### src/rtl/pp_pipeline_accel_udiv_31ns_11ns_20_iter.sv
// Iterative restoring divider: a 31-bit dividend by an 11-bit divisor, one quotient bit per ce-enabled clock.
// The quotient saturates to 20 bits, and the block flags overflow and divide-by-zero.
module pp_pipeline_accel_udiv_31ns_11ns_20_iter #(
    parameter logic [31:0] ID = 32'd1
) (
    input  logic        ap_clk,
    input  logic        ap_rst_n,
    input  logic        ce,
    input  logic        in_valid,
    output logic        in_ready,
    input  logic [30:0] dividend,
    input  logic [10:0] divisor,
    output logic        out_valid,
    input  logic        out_ready,
    output logic [19:0] quot,
    output logic [10:0] rem,
    output logic        ovf,
    output logic        dbz
);

    typedef enum logic [1:0] {IDLE, BUSY, DONE} state_t;

    state_t      state_q, state_d;
    logic [4:0]  cnt_q;
    logic [30:0] dvd_q;
    logic [10:0] dvs_q;
    logic [11:0] prem_q;
    logic [30:0] quo_q;

    logic [11:0] shifted;
    logic        ge;
    logic [11:0] prem_nx;
    logic [30:0] quo_nx;
    logic        last;
    logic        unused_ok;

    // The partial remainder stays below the divisor, so its top bit is always 0 before the shift.
    assign shifted   = {prem_q[10:0], dvd_q[30]};
    assign ge        = shifted >= {1'b0, dvs_q};
    assign prem_nx   = ge ? shifted - {1'b0, dvs_q} : shifted;
    assign quo_nx    = {quo_q[29:0], ge};
    assign last      = (cnt_q == 5'd0);
    assign unused_ok = ^{ID, prem_q[11]};

    assign in_ready  = (state_q == IDLE);
    assign out_valid = (state_q == DONE);

    always_comb begin
        // NOTE: state_d gets a default before the case, so no path leaves it unassigned and no latch is inferred.
        state_d = state_q;
        case (state_q)
            IDLE:    if (in_valid)  state_d = BUSY;
            BUSY:    if (last)      state_d = DONE;
            DONE:    if (out_ready) state_d = IDLE;
            default:                state_d = IDLE;
        endcase
    end

    always_ff @(posedge ap_clk or negedge ap_rst_n) begin
        // NOTE: sequential state uses non-blocking assignments, so every register samples pre-edge values.
        if (!ap_rst_n) state_q <= IDLE;
        else if (ce)   state_q <= state_d;
    end

    always_ff @(posedge ap_clk or negedge ap_rst_n) begin
        if (!ap_rst_n) begin
            cnt_q  <= 5'd0;
            dvd_q  <= '0;
            dvs_q  <= '0;
            prem_q <= '0;
            quo_q  <= '0;
            quot   <= '0;
            rem    <= '0;
            ovf    <= 1'b0;
            dbz    <= 1'b0;
        end else if (ce) begin
            case (state_q)
                IDLE: if (in_valid) begin
                    dvd_q  <= dividend;
                    dvs_q  <= divisor;
                    cnt_q  <= 5'd30;
                    prem_q <= '0;
                    quo_q  <= '0;
                end
                BUSY: begin
                    dvd_q  <= {dvd_q[29:0], 1'b0};
                    prem_q <= prem_nx;
                    quo_q  <= quo_nx;
                    if (!last) begin
                        cnt_q <= cnt_q - 5'd1;
                    end else if (dvs_q == 11'd0) begin
                        quot <= 20'hFFFFF;
                        rem  <= 11'd0;
                        ovf  <= 1'b0;
                        dbz  <= 1'b1;
                    end else if (|quo_nx[30:20]) begin
                        quot <= 20'hFFFFF;
                        rem  <= prem_nx[10:0];
                        ovf  <= 1'b1;
                        dbz  <= 1'b0;
                    end else begin
                        quot <= quo_nx[19:0];
                        rem  <= prem_nx[10:0];
                        ovf  <= 1'b0;
                        dbz  <= 1'b0;
                    end
                end
                default: ;
            endcase
        end
    end

endmodule

### config.mk
export PLATFORM = sky130hd
export DESIGN_NAME = pp_pipeline_accel_udiv_31ns_11ns_20_iter
export DESIGN_NICKNAME = d
export VERILOG_FILES = /design/src/rtl/pp_pipeline_accel_udiv_31ns_11ns_20_iter.sv
export SDC_FILE = /design/constraint.sdc
export NUM_CORES = 1
export LEC_CHECK = 0
export BUFFER_PORTS_ARGS = -buffer_cell sky130_fd_sc_hd__buf_4
export CAP_MARGIN = 0
export CORE_MARGIN = 3
export CORE_UTILIZATION = 56
export CTS_CLUSTER_DIAMETER = 120
export CTS_CLUSTER_SIZE = 24
export DETAILED_ROUTE_END_ITERATION = 16
export GPL_ROUTABILITY_DRIVEN = 0
export PLACE_DENSITY = 0.77
export SYNTH_ARGS = -nofsm -noshare
export SYNTH_HDL_FRONTEND = slang
export SYNTH_SLANG_ARGS = --single-unit
### constraint.sdc
create_clock -name ap_clk -period 5.29 [get_ports ap_clk]
set_input_delay 0.529 -clock ap_clk [delete_from_list [all_inputs] [get_ports ap_clk]]
set_output_delay 0.529 -clock ap_clk [all_outputs]
set_load 0.005 [all_outputs]
### Word level (Yosys, flattened, before mapping)

Index checks and enable logic that the tools add are counted.

| word-level totals | value |
|---|---|
| memory bits (writable) | 0 |
| logic and storage cells | 49 |
| register bits | 123 |
| bits of input ports | 47 |
| memories kept | 0 |
| memory bits (read-only) | 0 |
| latch bits | 0 |
| output and inout port bits | 35 |

| operators by class | value |
|---|---|
| add/sub/neg operators | 2 |
| shifts and indexed selects | 0 |
| multiplexer cells | 20 |
| $mul | 0 |
| $lt $le $gt $ge | 1 |
| divide/modulo/power cells | 0 |
| equal/unequal tests | 6 |
| reduce and logical (&&, ||, !) cells | 10 |
| bitwise operators | 0 |

Operators by type and width:

| operator | count |
|---|---|
| one-hot mux 31 bit (2 select lines) | 1 |
| one-hot mux 30 bit (2 select lines) | 1 |
| 2-to-1 mux 20 bit | 2 |
| 2-to-1 mux 11 bit | 3 |
| 2-to-1 mux 31 bit | 1 |
| 2-to-1 mux 30 bit | 1 |
| one-hot mux 11 bit (2 select lines) | 1 |
| >= comparator 12 x 11 -> 1 bit | 1 |
| logical NOT 11 bit | 1 |
| OR reduction 11 bit | 1 |
| subtractor 11 bit | 1 |
| 2-to-1 mux 5 bit | 2 |
| one-hot mux 5 bit (2 select lines) | 1 |
| AND reduction 3 bit | 3 |
| AND reduction 4 bit | 2 |
| 2-to-1 mux 2 bit | 3 |
| inequality test 2 bit (second input constant) | 3 |
| one-hot mux 2 bit (3 select lines) | 1 |
| logical NOT 5 bit | 1 |
| subtractor 5 x 1 -> 5 bit (second input constant) | 1 |
| 2-to-1 mux 1 bit | 3 |
| equality test 2 x 1 -> 1 bit (second input constant) | 1 |
| equality test 2 bit (second input constant) | 1 |
| logical NOT 2 bit | 1 |
| 2 further kinds | 2 |

### Logic depth before layout (Yosys ltp)

| logic depth | value |
|---|---|
| depth after elaboration | 3 |
| gate-level depth with buffers | 10 |
| gate-level depth less buffers | 9 |

### Worst setup path before layout

Ideal clock, no wire load.

| timing | value |
|---|---|
| path type | register -> register |
| start point | register dvd_q[30] |
| end point | register rem[3] |
| slack | 2868 ps |
| setup time | 126 ps |
| required time | 5164 ps |
| stages on the path, launching flop included | 11 |
| buffers on the path | 1 |
| arrival | 2296 ps |
| cells stage by stage | dfrtp_1 inv_1 ha_1 fa_1 nand2b_1 a21oi_1 o21ba_2 o31a_4 nor2_4 buf_6 a221o_1 |

| on the way | value |
|---|---|
| word-level cells in the longest chain between the ends | 3 |
| elaborated cells on any way between the ends | 4 |

RTL lines:

| item | line | source |
|---|---|---|
| start, declared | 25 | `logic [30:0] dvd_q;` |
| start signal, assigned | 79 | `dvd_q <= dividend;` |
| start signal, assigned | 86 | `dvd_q <= {dvd_q[29:0], 1'b0};` |
| subtractor 11 bit / >= comparator 12 x 11 -> 1 bit (equally long branches) | 40, 39 |  |
| 2-to-1 mux 11 bit (*) | 40 | `assign prem_nx = ge ? shifted - {1'b0, dvs_q} : shifted;` |
| 2-to-1 mux 11 bit (*) | 91 | `end else if (dvs_q == 11'd0) begin` |
| end signal, assigned | 98 | `rem <= prem_nx[10:0];` |
| end signal, assigned | 103 | `rem <= prem_nx[10:0];` |
| end, declared | 16 | `output logic [10:0] rem,` |

Every way passes the cells marked *; elsewhere a longest branch is shown, timed or not.
A chain may end at the register's enable or synchronous reset.

### Worst setup path in the final report

| timing | value |
|---|---|
| start point | register state_q[1] |
| end point | register quot[14] |

| on the way | value |
|---|---|
| word-level cells in the longest chain between the ends | 2 |

RTL lines:

| item | line | source |
|---|---|---|
| start, declared | 23 | `state_t state_q, state_d;` |
| start signal, assigned | 62 | `else if (ce) state_q <= state_d;` |
| equality test 2 x 1 -> 1 bit | 77 | `case (state_q)` |
| AND reduction 3 bit (no line) | -- |  |
| end signal, assigned | 102 | `quot <= quo_nx[19:0];` |
| end, declared | 15 | `output logic [19:0] quot,` |

No other way between the ends.

==> run_results.csv <==
group,metric,value,unit
worst_hold_path,worstHoldPathType,"in -> async",
synth,syn-num-nets,598,
placed_design,pre_cts_slack,2220,ps
synth,ys_types,62,
timing,tns,0,ps
clock_network,cts_max_level,4,
worst_setup_path,cp_data_required_time,5680,ps
clock_network,clockRootBuffer,"clkbuf_8",
timing,fmax,335,MHz
timing,setup_viol,0,
floorplan,pin_count,82,
global_route,track_usage,24.5,%
placed_design,io_buffers,81,
job,max_cap_viol_count,0,
layout,final_cells,751,
synth,synthArstFlopShare,100,%
outcome,status,"finished clean",
placed_design,dp_cells,719,
route,ant_nets,0,
clock_network,postCtsHoldBufs,0,
clock_network,cts.sinks,123,
worst_setup_path,worstSetupEndpointType,"flip-flop",
synth,ys.flop_type,"dfrtp_1",
layout,syn2layout_area_growth,20.5,%
clock_network,cts_inserted_buffers,17,
worst_setup_path,start_kind,"flip-flop",
layout,drive_above_1_share,20.7,%
floorplan,dieArea,11600,um^2
timing,min_period_over_period,56.4,%
route,drc,0,
timing,rsz0062_at_grt,"false",
global_route,overflow,0,
worst_setup_path,cp_max_fo,30,
global_route,grt_pass1_wl,22300,um
layout,final_core_util,70.5,%
synth,syn_inst,537,
timing,slew_headroom,24.5,%
synth,yosysWarnings,0,
global_route,grt_max_degree,103,
floorplan,die_h,108,um
timing,hold_slack,204,ps
clock_network,path_clk_slew,60,ps
worst_setup_path,cp.arrival,3370,ps
power,p_total,4.48,mW
timing,drv_slew,0,
route,dr.pass1.iters,6,
global_route,grt_pass1_vias,4487,
floorplan,fp.coreArea,9910,um^2
clock_network,cts_tree,"done",
power,vdd_drop_max,0.000283,V
power,p_leak,3.41,nW
timing,hold_viol,0,
placed_design,hpwl,8590,um
route,dr.first_iter.drc_count,328,
synth,ys_ff_latch,123,
worst_setup_path,path_class,"reg -> reg",
layout,antenna_cells,0,
route,wl,13200,um
layout,layout.nets,666,
route,vias,4518,
synth,mappedNetlistArea,5800,um^2
worst_setup_path,r2r_setup_slack,2310,ps
floorplan,die_x,108,um
synth,yosysSeqAreaShare,53.0,%
floorplan,start_util,58.6,%
clock_network,cts_setup_buffers,0,
clock_network,cts_resized,0,
power,p_per_area,641,nW/um^2
synth,synth_edf_count,0,
clock_network,clockBufferDepth,2,
layout,design_area,6990,um^2
route,avgViaCountPerCell,6.02,
timing,min_period,2980,ps
route,wl_per_cell,17.6,um
timing,setup_slack,2310,ps
clock_network,clk_latency,510,ps
floorplan,row_count,36,
synth,synth.avg_cell_area,10.8,um^2
layout,num-fill-cells,723,
global_route,antenna_found_initial,0,
placed_design,placed_area,6420,um^2
timing,clock_skew,9.96,ps
timing,worstMarginPinSlew,1130,ps
==> routing by layer <==
layer	routed length, um	GRT usage [%]	vias to the layer above
li1	-	-	2111
met1	5730	33.1	2225
met2	6390	38.7	167
met3	924	7.02	15
met4	147	7.30	0
met5	0	0	-
==> area by class of cell <==
type                    instances  area, um^2  share of cell area (%)
clock inverters                11         119                    1.70
inverters                      17        63.8                   0.913
repair buffers                 85         638                    9.13
well taps                     133         166                    2.38
flip-flops and latches        123        3080                    44.0
multi-input cells             361        2480                    35.4
clock buffers                  21         449                    6.43
==> cells by family after synthesis <==
| kind of cell | after synthesis | share of synthesized area [%] |
|---|---|---|
| XOR/XNOR | 7 | 1.06 |
| AO/OA/AOI/OAI | 159 | 20.3 |
| buffers and inverters | 53 | 4.42 |
| multiplexers | 30 | 5.17 |
| flip-flops | 123 | 53.0 |
| AND/OR/NAND/NOR | 151 | 12.9 |
| adder cells (fa/ha/maj) | 14 | 3.15 |
==> cells in the mapped netlist (6+ instances only) <==
| master | instances | area share, % |
|---|---|---|
| ha_1 | 13 | 2.8 |
| nor3_1 | 6 | 0.52 |
| a22o_1 | 31 | 4.7 |
| nor2_1 | 12 | 0.78 |
| nand2_1 | 82 | 5.3 |
| buf_6 | 6 | 1.2 |
| inv_1 | 17 | 1.1 |
| clkbuf_1 | 20 | 1.3 |
| buf_2 | 6 | 0.52 |
| nand4_1 | 12 | 1.3 |
| o21ai_0 | 51 | 4.4 |
| mux2i_1 | 30 | 5.2 |
| dfrtp_1 | 123 | 53 |
| o22a_1 | 20 | 3.0 |
| o211ai_1 | 10 | 1.3 |
| a21oi_1 | 11 | 0.95 |
==> cells in the final DEF (no fill, tap or decap), drive strengths merged, types with 2 or more instances in the layout <==
| cell | count |
|---|---|
| o31a | 2 |
| o21a | 3 |
| nand2b | 5 |
| a41oi | 2 |
| inv | 18 |
| bufinv | 2 |
| o221ai | 2 |
| xor2 | 4 |
| o22a | 20 |
| buf | 85 |
| mux2i | 30 |
| a22o | 31 |
| and2 | 7 |
| dfrtp | 123 |
| nand4 | 12 |
| clkinvlp | 4 |
| a21oi | 11 |
| nor2 | 13 |
| o211ai | 10 |
| and3 | 3 |
| o21ai | 51 |
| and4 | 2 |
| xnor2 | 3 |
| nand3 | 4 |
| o31ai | 4 |
| nor3 | 6 |
| a21o | 2 |
| nand2 | 83 |
| clkbuf | 21 |
| nor4 | 5 |
| o311ai | 9 |
| ha | 13 |
| a311o | 3 |
| clkinv | 4 |
| nor2b | 4 |
==> sequential cells by signal, summed over array words and instances, names as in the netlist <==
| name | flops |
|---|---|
| cnt_q | 5 |
| dbz | 1 |
| dvd_q | 31 |
| dvs_q | 11 |
| ovf | 1 |
| prem_q | 11 |
| quo_q | 30 |
| quot | 20 |
| rem | 11 |
| state_q | 2 |
==> final timing paths <==
check,startpoint,endpoint,cells after the start
min in group ap_clk,divisor[8],dvs_q[8],3
max in group asynchronous,ap_rst_n,quo_q[26],2
worst max-delay path,state_q[1],quot[14],6
worst min-delay path,ap_rst_n,quot[19],1
worst min register to register,dvd_q[21],dvd_q[21],2
worst max register to register,state_q[1],quot[14],6
==> worst max-delay path, cell delays in order, from the launching register on <==
cell and delay, ps:
dfrtp_1 440, and3b_1 640, buf_4 420, and2_4 400, o41a_4 350, nand2b_2 320
o22a_1 290
==> where the power goes <==
part | switching, mW | internal [mW]
Combinational | 1.02 | 0.807
Sequential | 0.273 | 1.28
Clock | 0.407 | 0.692
No activity file was read; power rests on OpenSTA's default activity.
